$ cat src/rtl/ps2_key_decoder.sv
`default_nettype none
// ============================================================================
//  Module   : ps2_key_decoder
//  Purpose  : PS/2 set-2 byte parser (E0/F0 prefixes), Shift/Caps tracking,
//             ASCII mapping and a first-word-fall-through key-event FIFO.
//  Option   : define PS2_TYPEMATIC_SUPPRESS_EN to drop typematic repeat makes.
//  Revision : 1.0 - initial release
// ============================================================================
module ps2_key_decoder #(
   parameter int FIFO_DEPTH = 8,
   parameter int CNT_W      = 8
) (
   input  logic             clk,
   input  logic             rst,
   input  logic             code_valid,
   input  logic [7:0]       code_data,
   input  logic             ev_ready,
   input  logic             ovf_clr,
   output logic             ev_valid,
   output logic [7:0]       ev_ascii,
   output logic [7:0]       ev_scan,
   output logic             ev_release,
   output logic             ev_ext,
   output logic             shift_held,
   output logic             caps_on,
   output logic [CNT_W-1:0] key_cnt,
   output logic             overflow
);

   localparam int c_AW = $clog2(FIFO_DEPTH);
   localparam int c_EW = 18;

   typedef enum logic [1:0] {
      S_IDLE    = 2'd0,
      S_EXT     = 2'd1,
      S_BRK     = 2'd2,
      S_EXT_BRK = 2'd3
   } state_t;

   state_t r_state;
   state_t w_state_nxt;

   logic           w_emit;
   logic           w_emit_ext;
   logic           w_emit_rel;
   logic           w_make;
   logic           w_suppress;
   logic           w_push_req;
   logic           w_push;
   logic           w_pop;
   logic           w_drop;
   logic           w_full;
   logic           w_empty;
   logic [7:0]     w_ascii;
   logic [c_EW-1:0] w_head;

   logic           r_shift_l;
   logic           r_shift_r;
   logic           r_caps_on;
   logic           r_caps_held;
   logic [c_AW:0]  r_wr_ptr;
   logic [c_AW:0]  r_rd_ptr;
   logic [c_EW-1:0] r_mem [FIFO_DEPTH];
   logic [CNT_W-1:0] r_key_cnt;
   logic           r_overflow;

   // Scancode to ASCII; letters honour the upper-case selector, digits do not.
   function automatic logic [7:0] f_ascii(input logic [7:0] scan, input logic upper);
      logic       is_letter;
      logic [4:0] idx;
      logic [7:0] res;
      is_letter = 1'b1;
      idx       = 5'd0;
      res       = 8'd0;
      case (scan)
         8'h1C: idx = 5'd0;   8'h32: idx = 5'd1;   8'h21: idx = 5'd2;
         8'h23: idx = 5'd3;   8'h24: idx = 5'd4;   8'h2B: idx = 5'd5;
         8'h34: idx = 5'd6;   8'h33: idx = 5'd7;   8'h43: idx = 5'd8;
         8'h3B: idx = 5'd9;   8'h42: idx = 5'd10;  8'h4B: idx = 5'd11;
         8'h3A: idx = 5'd12;  8'h31: idx = 5'd13;  8'h44: idx = 5'd14;
         8'h4D: idx = 5'd15;  8'h15: idx = 5'd16;  8'h2D: idx = 5'd17;
         8'h1B: idx = 5'd18;  8'h2C: idx = 5'd19;  8'h3C: idx = 5'd20;
         8'h2A: idx = 5'd21;  8'h1D: idx = 5'd22;  8'h22: idx = 5'd23;
         8'h35: idx = 5'd24;  8'h1A: idx = 5'd25;
         default: is_letter = 1'b0;
      endcase
      if (is_letter) begin
         res = (upper ? 8'd65 : 8'd97) + {3'b000, idx};
      end else begin
         case (scan)
            8'h45: res = 8'd48;  8'h16: res = 8'd49;  8'h1E: res = 8'd50;
            8'h26: res = 8'd51;  8'h25: res = 8'd52;  8'h2E: res = 8'd53;
            8'h36: res = 8'd54;  8'h3D: res = 8'd55;  8'h3E: res = 8'd56;
            8'h46: res = 8'd57;
            8'h29: res = 8'd32;  8'h5A: res = 8'd13;  8'h66: res = 8'd8;
            8'h0D: res = 8'd9;   8'h76: res = 8'd27;
            default: res = 8'd0;
         endcase
      end
      return res;
   endfunction

   // ---------------------------------------------------------------- parser
   always_ff @(posedge clk or posedge rst) begin
      if (rst) begin
         r_state <= S_IDLE;
      end else begin
         r_state <= w_state_nxt;
      end
   end

   always_comb begin
      w_state_nxt = r_state;
      w_emit      = 1'b0;
      w_emit_ext  = 1'b0;
      w_emit_rel  = 1'b0;
      if (code_valid) begin
         case (r_state)
            S_IDLE: begin
               if (code_data == 8'hE0) begin
                  w_state_nxt = S_EXT;
               end else if (code_data == 8'hF0) begin
                  w_state_nxt = S_BRK;
               end else if (code_data != 8'hAA && code_data != 8'hFA &&
                            code_data != 8'hFE && code_data != 8'hEE) begin
                  w_emit = 1'b1;
               end
            end
            S_EXT: begin
               if (code_data == 8'hF0) begin
                  w_state_nxt = S_EXT_BRK;
               end else if (code_data != 8'hE0) begin
                  w_emit      = 1'b1;
                  w_emit_ext  = 1'b1;
                  w_state_nxt = S_IDLE;
               end
            end
            S_BRK: begin
               if (code_data == 8'hE0) begin
                  w_state_nxt = S_EXT_BRK;
               end else if (code_data != 8'hF0) begin
                  w_emit      = 1'b1;
                  w_emit_rel  = 1'b1;
                  w_state_nxt = S_IDLE;
               end
            end
            S_EXT_BRK: begin
               if (code_data != 8'hE0 && code_data != 8'hF0) begin
                  w_emit      = 1'b1;
                  w_emit_ext  = 1'b1;
                  w_emit_rel  = 1'b1;
                  w_state_nxt = S_IDLE;
               end
            end
            default: w_state_nxt = S_IDLE;
         endcase
      end
   end

   assign w_make  = w_emit && !w_emit_rel;
   assign w_ascii = w_emit_ext ? 8'd0 : f_ascii(code_data, (r_shift_l | r_shift_r) ^ r_caps_on);

   // ------------------------------------------------------------- modifiers
   always_ff @(posedge clk or posedge rst) begin
      if (rst) begin
         r_shift_l   <= 1'b0;
         r_shift_r   <= 1'b0;
         r_caps_on   <= 1'b0;
         r_caps_held <= 1'b0;
      end else if (w_emit && !w_emit_ext) begin
         if (code_data == 8'h12) begin
            r_shift_l <= !w_emit_rel;
         end
         if (code_data == 8'h59) begin
            r_shift_r <= !w_emit_rel;
         end
         if (code_data == 8'h58) begin
            if (w_emit_rel) begin
               r_caps_held <= 1'b0;
            end else begin
               if (!r_caps_held) begin
                  r_caps_on <= !r_caps_on;
               end
               r_caps_held <= 1'b1;
            end
         end
      end
   end

   // --------------------------------------------------- typematic filtering
`ifdef PS2_TYPEMATIC_SUPPRESS_EN
   logic       r_held_valid;
   logic [7:0] r_held_scan;
   logic       r_held_ext;
   logic       w_held_match;

   assign w_held_match = r_held_valid && (r_held_scan == code_data) && (r_held_ext == w_emit_ext);
   assign w_suppress   = w_make && w_held_match;

   // Held-key state follows the keyboard even when the FIFO drops the event.
   always_ff @(posedge clk or posedge rst) begin
      if (rst) begin
         r_held_valid <= 1'b0;
         r_held_scan  <= 8'd0;
         r_held_ext   <= 1'b0;
      end else if (w_emit) begin
         if (!w_emit_rel) begin
            r_held_valid <= 1'b1;
            r_held_scan  <= code_data;
            r_held_ext   <= w_emit_ext;
         end else if (w_held_match) begin
            r_held_valid <= 1'b0;
         end
      end
   end
`else
   assign w_suppress = 1'b0;
`endif

   // ------------------------------------------------------------ event FIFO
   assign w_empty    = (r_wr_ptr == r_rd_ptr);
   assign w_full     = (r_wr_ptr[c_AW] != r_rd_ptr[c_AW]) &&
                       (r_wr_ptr[c_AW-1:0] == r_rd_ptr[c_AW-1:0]);
   assign w_pop      = !w_empty && ev_ready;
   assign w_push_req = w_emit && !w_suppress;
   // A pop on the same edge frees the slot, so a full FIFO still accepts.
   assign w_push     = w_push_req && (!w_full || w_pop);
   assign w_drop     = w_push_req && w_full && !w_pop;

   always_ff @(posedge clk) begin
      if (w_push) begin
         r_mem[r_wr_ptr[c_AW-1:0]] <= {w_ascii, code_data, w_emit_rel, w_emit_ext};
      end
   end

   always_ff @(posedge clk or posedge rst) begin
      if (rst) begin
         r_wr_ptr   <= '0;
         r_rd_ptr   <= '0;
         r_key_cnt  <= '0;
         r_overflow <= 1'b0;
      end else begin
         if (w_push) begin
            r_wr_ptr <= r_wr_ptr + 1'b1;
         end
         if (w_pop) begin
            r_rd_ptr <= r_rd_ptr + 1'b1;
         end
         if (w_push && !w_emit_rel) begin
            r_key_cnt <= r_key_cnt + 1'b1;
         end
         if (w_drop) begin
            r_overflow <= 1'b1;
         end else if (ovf_clr) begin
            r_overflow <= 1'b0;
         end
      end
   end

   assign w_head     = r_mem[r_rd_ptr[c_AW-1:0]];
   assign ev_valid   = !w_empty;
   assign ev_ascii   = ev_valid ? w_head[17:10] : 8'd0;
   assign ev_scan    = ev_valid ? w_head[9:2]   : 8'd0;
   assign ev_release = ev_valid && w_head[1];
   assign ev_ext     = ev_valid && w_head[0];
   assign shift_held = r_shift_l | r_shift_r;
   assign caps_on    = r_caps_on;
   assign key_cnt    = r_key_cnt;
   assign overflow   = r_overflow;

endmodule
`default_nettype wire

$ cat config.mk
export PLATFORM = sky130hd
export DESIGN_NAME = ps2_key_decoder
export DESIGN_NICKNAME = d
export VERILOG_FILES = /design/src/rtl/ps2_key_decoder.sv
export SDC_FILE = /design/constraint.sdc
export NUM_CORES = 1
export LEC_CHECK = 0
export ABC_AREA = 1
export BUFFER_PORTS_ARGS = -buffer_cell sky130_fd_sc_hd__buf_2
export CAP_MARGIN = 20
export CORE_UTILIZATION = 58
export DETAILED_ROUTE_END_ITERATION = 7
export PLACE_DENSITY = 0.82
export SLEW_MARGIN = 20
export SYNTH_ARGS = -nofsm -noshare
export SYNTH_HDL_FRONTEND = slang
export SYNTH_SLANG_ARGS = --single-unit
$ cat constraint.sdc
create_clock -name clk -period 3.6 [get_ports clk]
set_clock_uncertainty 0.1 [all_clocks]
set_input_delay 0.72 -clock clk [delete_from_list [all_inputs] [get_ports clk]]
set_output_delay 0.72 -clock clk [all_outputs]
set_load 0.03 [all_outputs]
==> flow_summary.ini, run 1 <==
[routing]
remaining_drc_errors = 3
final_antenna_net_count = 0
drt-wirelength-per-cell_um = 18.3
via_per_inst = 5.88
first_pass_iters = 8
via_count = 5932
drt_iter0_drc = 646
route.final.wire_length_um = 18500

[clock_network]
clock_latency_of_the_later_clocked_register_in_the_worst_skew_pair_ns = 0.43
buffers_from_clock_root_to_sink_at_most = 2
cts.repair_timing.setup_buffer_count = 0
cts_sinks = 167
cts.clk_slew.worst_paths_ns = 0.06
cts.root.buffer_cell = sky130_fd_sc_hd__clkbuf_16
tritoncts.num_buffers = 17
number_of_buffers_inserted_for_hold_repair_after_clock_tree_synthesis = 0
tritoncts_clock_tree = built
cts_repair_resize_count = 0
h_tree_lvl_count = 4

[critical_path]
cpPeakStageDelay_ns = 0.45
worst-path-max-fanout = 29
critPathSlowestCell = sky130_fd_sc_hd__dfrtp_1
timing.critical_path.to_type = primary output
worstRegToRegCells = 9
cp_data_arrival_time_ns = 2.34
crit_type = reg -> out
cp-start-kind = flop
timing.critical_path.cells = clkinv_1 > buf_12 > nor2_1 > o21ai_0 > a31oi_1 > buf_2
timing.critical_path.depth = 6
cpLargestDelayFamily = buffers and inverters
critPathBufInv = 3
worst-endpoint-required_ns = 2.78

[synth]
syn_avg_cell_area_um2 = 10.1
yosysWarnings = 0
synth_seq_area_share_pct = 63.3
yosys.cell_types.count = 36
synth.cell_area_um2 = 7740
yosys_register_bits = 167
synth_cells = 770

[timing]
achievable-frequency_ghz = 0.316
setup_tns_ns = 0
timing_worst_slew_pin_value_ns = 0.877
fin_crit_ns = 3.16
final_min_period_over_clock_period_pct = 87.9
rsz_0062_raised_after_global_routing = no
final.setup.worst_slack_ns = 0.436
setup_viol = 0
maxSlewHeadroom_pct = 41.5
finalHoldViolCount = 0
report.final.slew_viol_count = 0

[place]
place_inst = 977
globalplace.congestion = 0.907
place_worst_setup_slack_ns = 0.497
place.port_buffers = 42
dpl.hpwl_um = 11200

[floorplanning]
design.portCount = 43
die_w_um = 118
row_count = 41
floorplan.initialDensity_pct = 60.3
die_area_um2 = 13800
core_area_um2 = 12800
die_boundary_height_um = 118

[pwr]
power.density_nw_per_um2 = 845
vdd.ir_drop.worst_v = 0.000610
power_leakage_nw = 3.45

[cells_and_area]
drive_above_1_share_pct = 15.1
fin_nets = 841
layout-area-overhead-vs-synth_pct = 14.5
most_frequent_cells_in_the_layout = sky130_fd_sc_hd__nor2_1 (160), sky130_fd_sc_hd__edfxtp_1 (144), sky130_fd_sc_hd__nand2_1 (117), sky130_fd_sc_hd__o21ai_0 (98), sky130_fd_sc_hd__buf_2 (42)
diodes = 0
layout.cells.non_filler = 1008
layout_commonest_cell = sky130_fd_sc_hd__nor2_1

[global_routing]
wire_length_of_the_first_global_routing_pass_um = 29400
antenna_found_initial = 0
groute.usage.overall_pct = 28.1
maximum_number_of_pins_on_one_net_before_global_route_repair = 73
gr-total-overflow = 0
first_global_vias = 5726

[run_status]
outcome = finished, violations left
failing_checks = design-rule violations

[min_path]
min-delay-path-class = in -> async

[job]
maxCapViolations = 0
==> routing by layer <==
layer  wire length, um  vias to the layer above  GRT usage (%)
met2              9150                      269           46.4
met3              1230                       43           6.44
met1              7650                     2846           36.1
li1                  -                     2774              -
met4               436                        0           10.9
met5                 0                        -              0
==> flip-flops by register name, summed over array words and instances, names as in the netlist, 2 cells and up <==
signal	flops
r_mem	144
key_cnt	8
r_rd_ptr	4
r_wr_ptr	4
r_state	2
==> final timing paths <==
kind,end,slack (ns),start
worst max-delay path,ev_scan[4],0.44,r_rd_ptr[1]
worst min register to register,r_shift_r,0.39,r_shift_r
min in group clk,overflow,0.38,ovf_clr
worst max register to register,r_mem[5][15],0.83,r_wr_ptr[0]
max in group asynchronous,r_rd_ptr[0],2.44,rst
worst min-delay path,r_wr_ptr[0],0.37,rst
==> stage by stage <==
stage,utilization [%],power (mW),hold WS [ns],area [um^2]
final,69.1,7.49,0.370,8860
after global routing,69.1,7.87,0.376,8860
after detailed placement,64.3,5.61,0.373,8250
after floorplan,-,4.68,0.342,7760
after CTS,69.1,7.50,0.366,8860
after global placement,64.3,5.51,0.357,8250
==> cell usage after synthesis, drive strengths merged <==
cell type | n | share of area (%)
o21ai | 111 | 7.2
nand4 | 10 | 0.81
xnor2 | 7 | 0.79
xor2 | 9 | 1.0
ha | 4 | 0.65
nor3 | 13 | 0.84
and2 | 2 | 0.16
clkinv | 3 | 0.15
or2 | 1 | 0.081
a22oi | 1 | 0.097
nand3 | 18 | 1.2
a31oi | 19 | 1.5
o31ai | 1 | 0.097
nor4 | 2 | 0.16
o2111ai | 1 | 0.11
edfxtp | 144 | 56
inv | 40 | 1.9
nand2 | 127 | 6.6
dfrtp | 23 | 7.4
clkbuf | 26 | 1.3
conb | 1 | 0.048
and3 | 1 | 0.081
o22ai | 19 | 1.5
nor2 | 174 | 9.1
a21oi | 8 | 0.66
buf | 4 | 0.42
a21boi | 1 | 0.097
==> where the power goes <==
group | switching (mW) | leakage (nW) | total [mW] | internal, mW
registers | 0.185 | 1.62 | 2.65 | 2.47
logic | 2.12 | 1.55 | 2.97 | 0.848
clock network | 0.723 | 0.282 | 1.87 | 1.15
total | 3.02 | 3.45 | 7.49 | 4.47
==> area by class of cell <==
type,instances,area (um^2)
fillers,947,3960
flip-flops and latches,167,4900
clock inverters,13,181
well taps,172,215
inverters,43,161
repair buffers,58,368
multi-input cells,537,2610
clock buffers,18,429
==> kinds of logic (layout without fill, tap and decap cells) <==
family / count (synthesis) / in the layout / share of synthesized area, %
AO/OA/AOI/OAI: 161 / 161 / 11.3
XOR/XNOR: 16 / 16 / 1.81
adder cells (fa/ha/maj): 4 / 4 / 0.647
buffers and inverters: 73 / 132 / 3.77
flip-flops: 167 / 167 / 63.3
other: 1 / 8 / 0.0485
AND/OR/NAND/NOR: 348 / 348 / 19.1
(Power assumes the default switching activity.)
==> run 2, diff against run 1 <==
- RECOVER_POWER: unset -> 25
- clock period: 3.6 -> 3.9 ns (I/O delays scaled with it)
==> run 2 against run 1 <==
  * The run now ends clean
  * Non-clock buffer count grew 1
  * Global-route usage shrank 0.29 points
  * Setup slack got worse by 0.089 ns
  * Sequential share of layout area increased by 0.21 points
  * Worst hold slack improved by 0.0059 ns
  * Sequential power down 7.5%
  * Clock power fell by 8%
  * Count of clock-buffer cells in the layout increased by 1
  * Critical path type unchanged
  * Critical endpoint is now ev_ascii[0]
==> flow_summary.ini, run 2 (synthesis results as in run 1) <==
[job]
maxCapViolations = 0

[critical_path]
timing.critical_path.cells = clkinv_1 > buf_12 > o21ai_0 > o22ai_1 > o21ai_0 > a31oi_1 > buf_2
worst_path_most_repeated_cell = sky130_fd_sc_hd__o21ai_0
worst-endpoint-required_ns = 3.02
cp_data_arrival_time_ns = 2.67
cp-start-kind = flop
cpPeakStageDelay_ns = 0.62
cpLargestDelayFamily = buffers and inverters
critPathSlowestCell = sky130_fd_sc_hd__clkinv_1
timing.critical_path.to_type = primary output
critPathBufInv = 3
crit_type = reg -> out
worst-path-max-fanout = 34

[routing]
drt_iter0_drc = 704
route.final.wire_length_um = 18400
remaining_drc_errors = 0
via_per_inst = 5.79
final_antenna_net_count = 0
drt-wirelength-per-cell_um = 18.2
via_count = 5847
first_pass_iters = 8

[clock_network]
cts_repair_resize_count = 0
h_tree_lvl_count = 4
clock_latency_of_the_later_clocked_register_in_the_worst_skew_pair_ns = 0.44
buffers_from_clock_root_to_sink_at_most = 2
cts_sinks = 167
tritoncts.num_buffers = 17
cts.repair_timing.setup_buffer_count = 0
cts.clk_slew.worst_paths_ns = 0.06
number_of_buffers_inserted_for_hold_repair_after_clock_tree_synthesis = 0
tritoncts_clock_tree = built
cts.root.buffer_cell = sky130_fd_sc_hd__clkbuf_16

[cells_and_area]
sequential_area_um2 = 4900
drive_above_1_share_pct = 13.7
layout-area-overhead-vs-synth_pct = 14.1
multi_input_comb_area_um2 = 2600
largest_reg_flops = 144
most_frequent_cells_in_the_layout = sky130_fd_sc_hd__nor2_1 (161), sky130_fd_sc_hd__edfxtp_1 (144), sky130_fd_sc_hd__nand2_1 (117), sky130_fd_sc_hd__o21ai_0 (98), sky130_fd_sc_hd__inv_1 (35)
diodes = 0
layout_fillers = 916
layout_commonest_cell = sky130_fd_sc_hd__nor2_1
fin_nets = 842

[floorplanning]
core_area_um2 = 12800
die_area_um2 = 13800
die_boundary_height_um = 118
design.portCount = 43
row_count = 41
die_w_um = 118
floorplan.initialDensity_pct = 60.3

[timing]
final.hold.worst_slack_ns = 0.376
achievable-frequency_ghz = 0.281
report.final.slew_viol_count = 0
setup_tns_ns = 0
maxSlewHeadroom_pct = 42.6
timing_worst_slew_pin_value_ns = 0.861
rsz_0062_raised_after_global_routing = no
final_min_period_over_clock_period_pct = 91.1
fin_crit_ns = 3.55
setup_viol = 0
finalHoldViolCount = 0

[global_routing]
maximum_number_of_pins_on_one_net_before_global_route_repair = 75
antenna_found_initial = 0
first_global_vias = 5776
groute.usage.overall_pct = 27.8
wire_length_of_the_first_global_routing_pass_um = 29100
gr-total-overflow = 0

[pwr]
comb_power_share_pct = 39.4
vdd.ir_drop.worst_v = 0.000561
power.density_nw_per_um2 = 780
total_power_mw = 6.89
power.share.sequential_pct = 35.6
share_clk_of_total_power_pct = 25.0
power_leakage_nw = 3.44
internal_power_mw = 4.11
p_sw_share_pct = 40.3
p_switching_mw = 2.78

[place]
globalplace.congestion = 0.880
dpl.hpwl_um = 11600
place.port_buffers = 42

[min_path]
min-delay-path-class = reg -> reg

[run_status]
outcome = finished, final reports clean
==> run 2: power groups by stage <==
stage          logic (mW)  registers, mW  clock network [mW]
2_1_floorplan        1.82           2.50                   0
3_3_place_gp         2.62           2.45                   0
3_5_place_dp         2.69           2.47                   0
4_1_cts              2.71           2.44                1.73
5_1_grt              2.95           2.48                1.80
6_report             2.71           2.45                1.72
==> run 2: per-layer routing <==
layer	part of all wire [%]	vias up	track usage, %
met2	51	286	48.3
li1	-	2784	-
met5	0	-	0
met1	39	2739	33.4
met4	2.3	0	11.6
met3	7.6	38	6.15
==> run 2: through the flow <==
step / instances / area (um^2) / utilization, % / worst slack, ns
6_report: 1010 / 8830 / 68.8 / 0.347
5_1_grt: 1010 / 8830 / 68.8 / 0.161
4_1_cts: 1010 / 8850 / 69.0 / 0.375
3_3_place_gp: 978 / 8230 / 64.2 / 0.726
2_1_floorplan: 777 / 7760 / - / 0.518
3_5_place_dp: 978 / 8230 / 64.2 / 0.670
==> run 2: final timing paths <==
path	from	cells after the start	slack [ns]	endpoint
max reg2reg	r_wr_ptr[0]	8	0.89	r_mem[5][10]
max	r_rd_ptr[0]	7	0.35	ev_ascii[0]
min	r_shift_r	2	0.38	r_shift_r
max in group asynchronous	rst	2	2.68	r_rd_ptr[0]
min in group asynchronous	rst	2	0.42	overflow
min reg2reg	r_shift_r	2	0.38	r_shift_r
==> run 2: area by class of cell <==
| type | instances | area share (%) |
|---|---|---|
| clock buffers | 19 | 4.90 |
| clock inverters | 13 | 2.03 |
| inverters | 43 | 1.83 |
| multi-input cells | 537 | 29.4 |
| flip-flops and latches | 167 | 55.5 |
| well taps | 172 | 2.44 |
| repair buffers | 59 | 3.85 |
==> run 2: worst register-to-register path: cells and delay by family, from the launching register on <==
| family | cells | cell delay (ns) |
|---|---|---|
| buffers and inverters | 1 | 0.24 |
| XOR/XNOR | 1 | 0.19 |
| flip-flops | 1 | 0.48 |
| AND/OR/NAND/NOR | 6 | 1.72 |
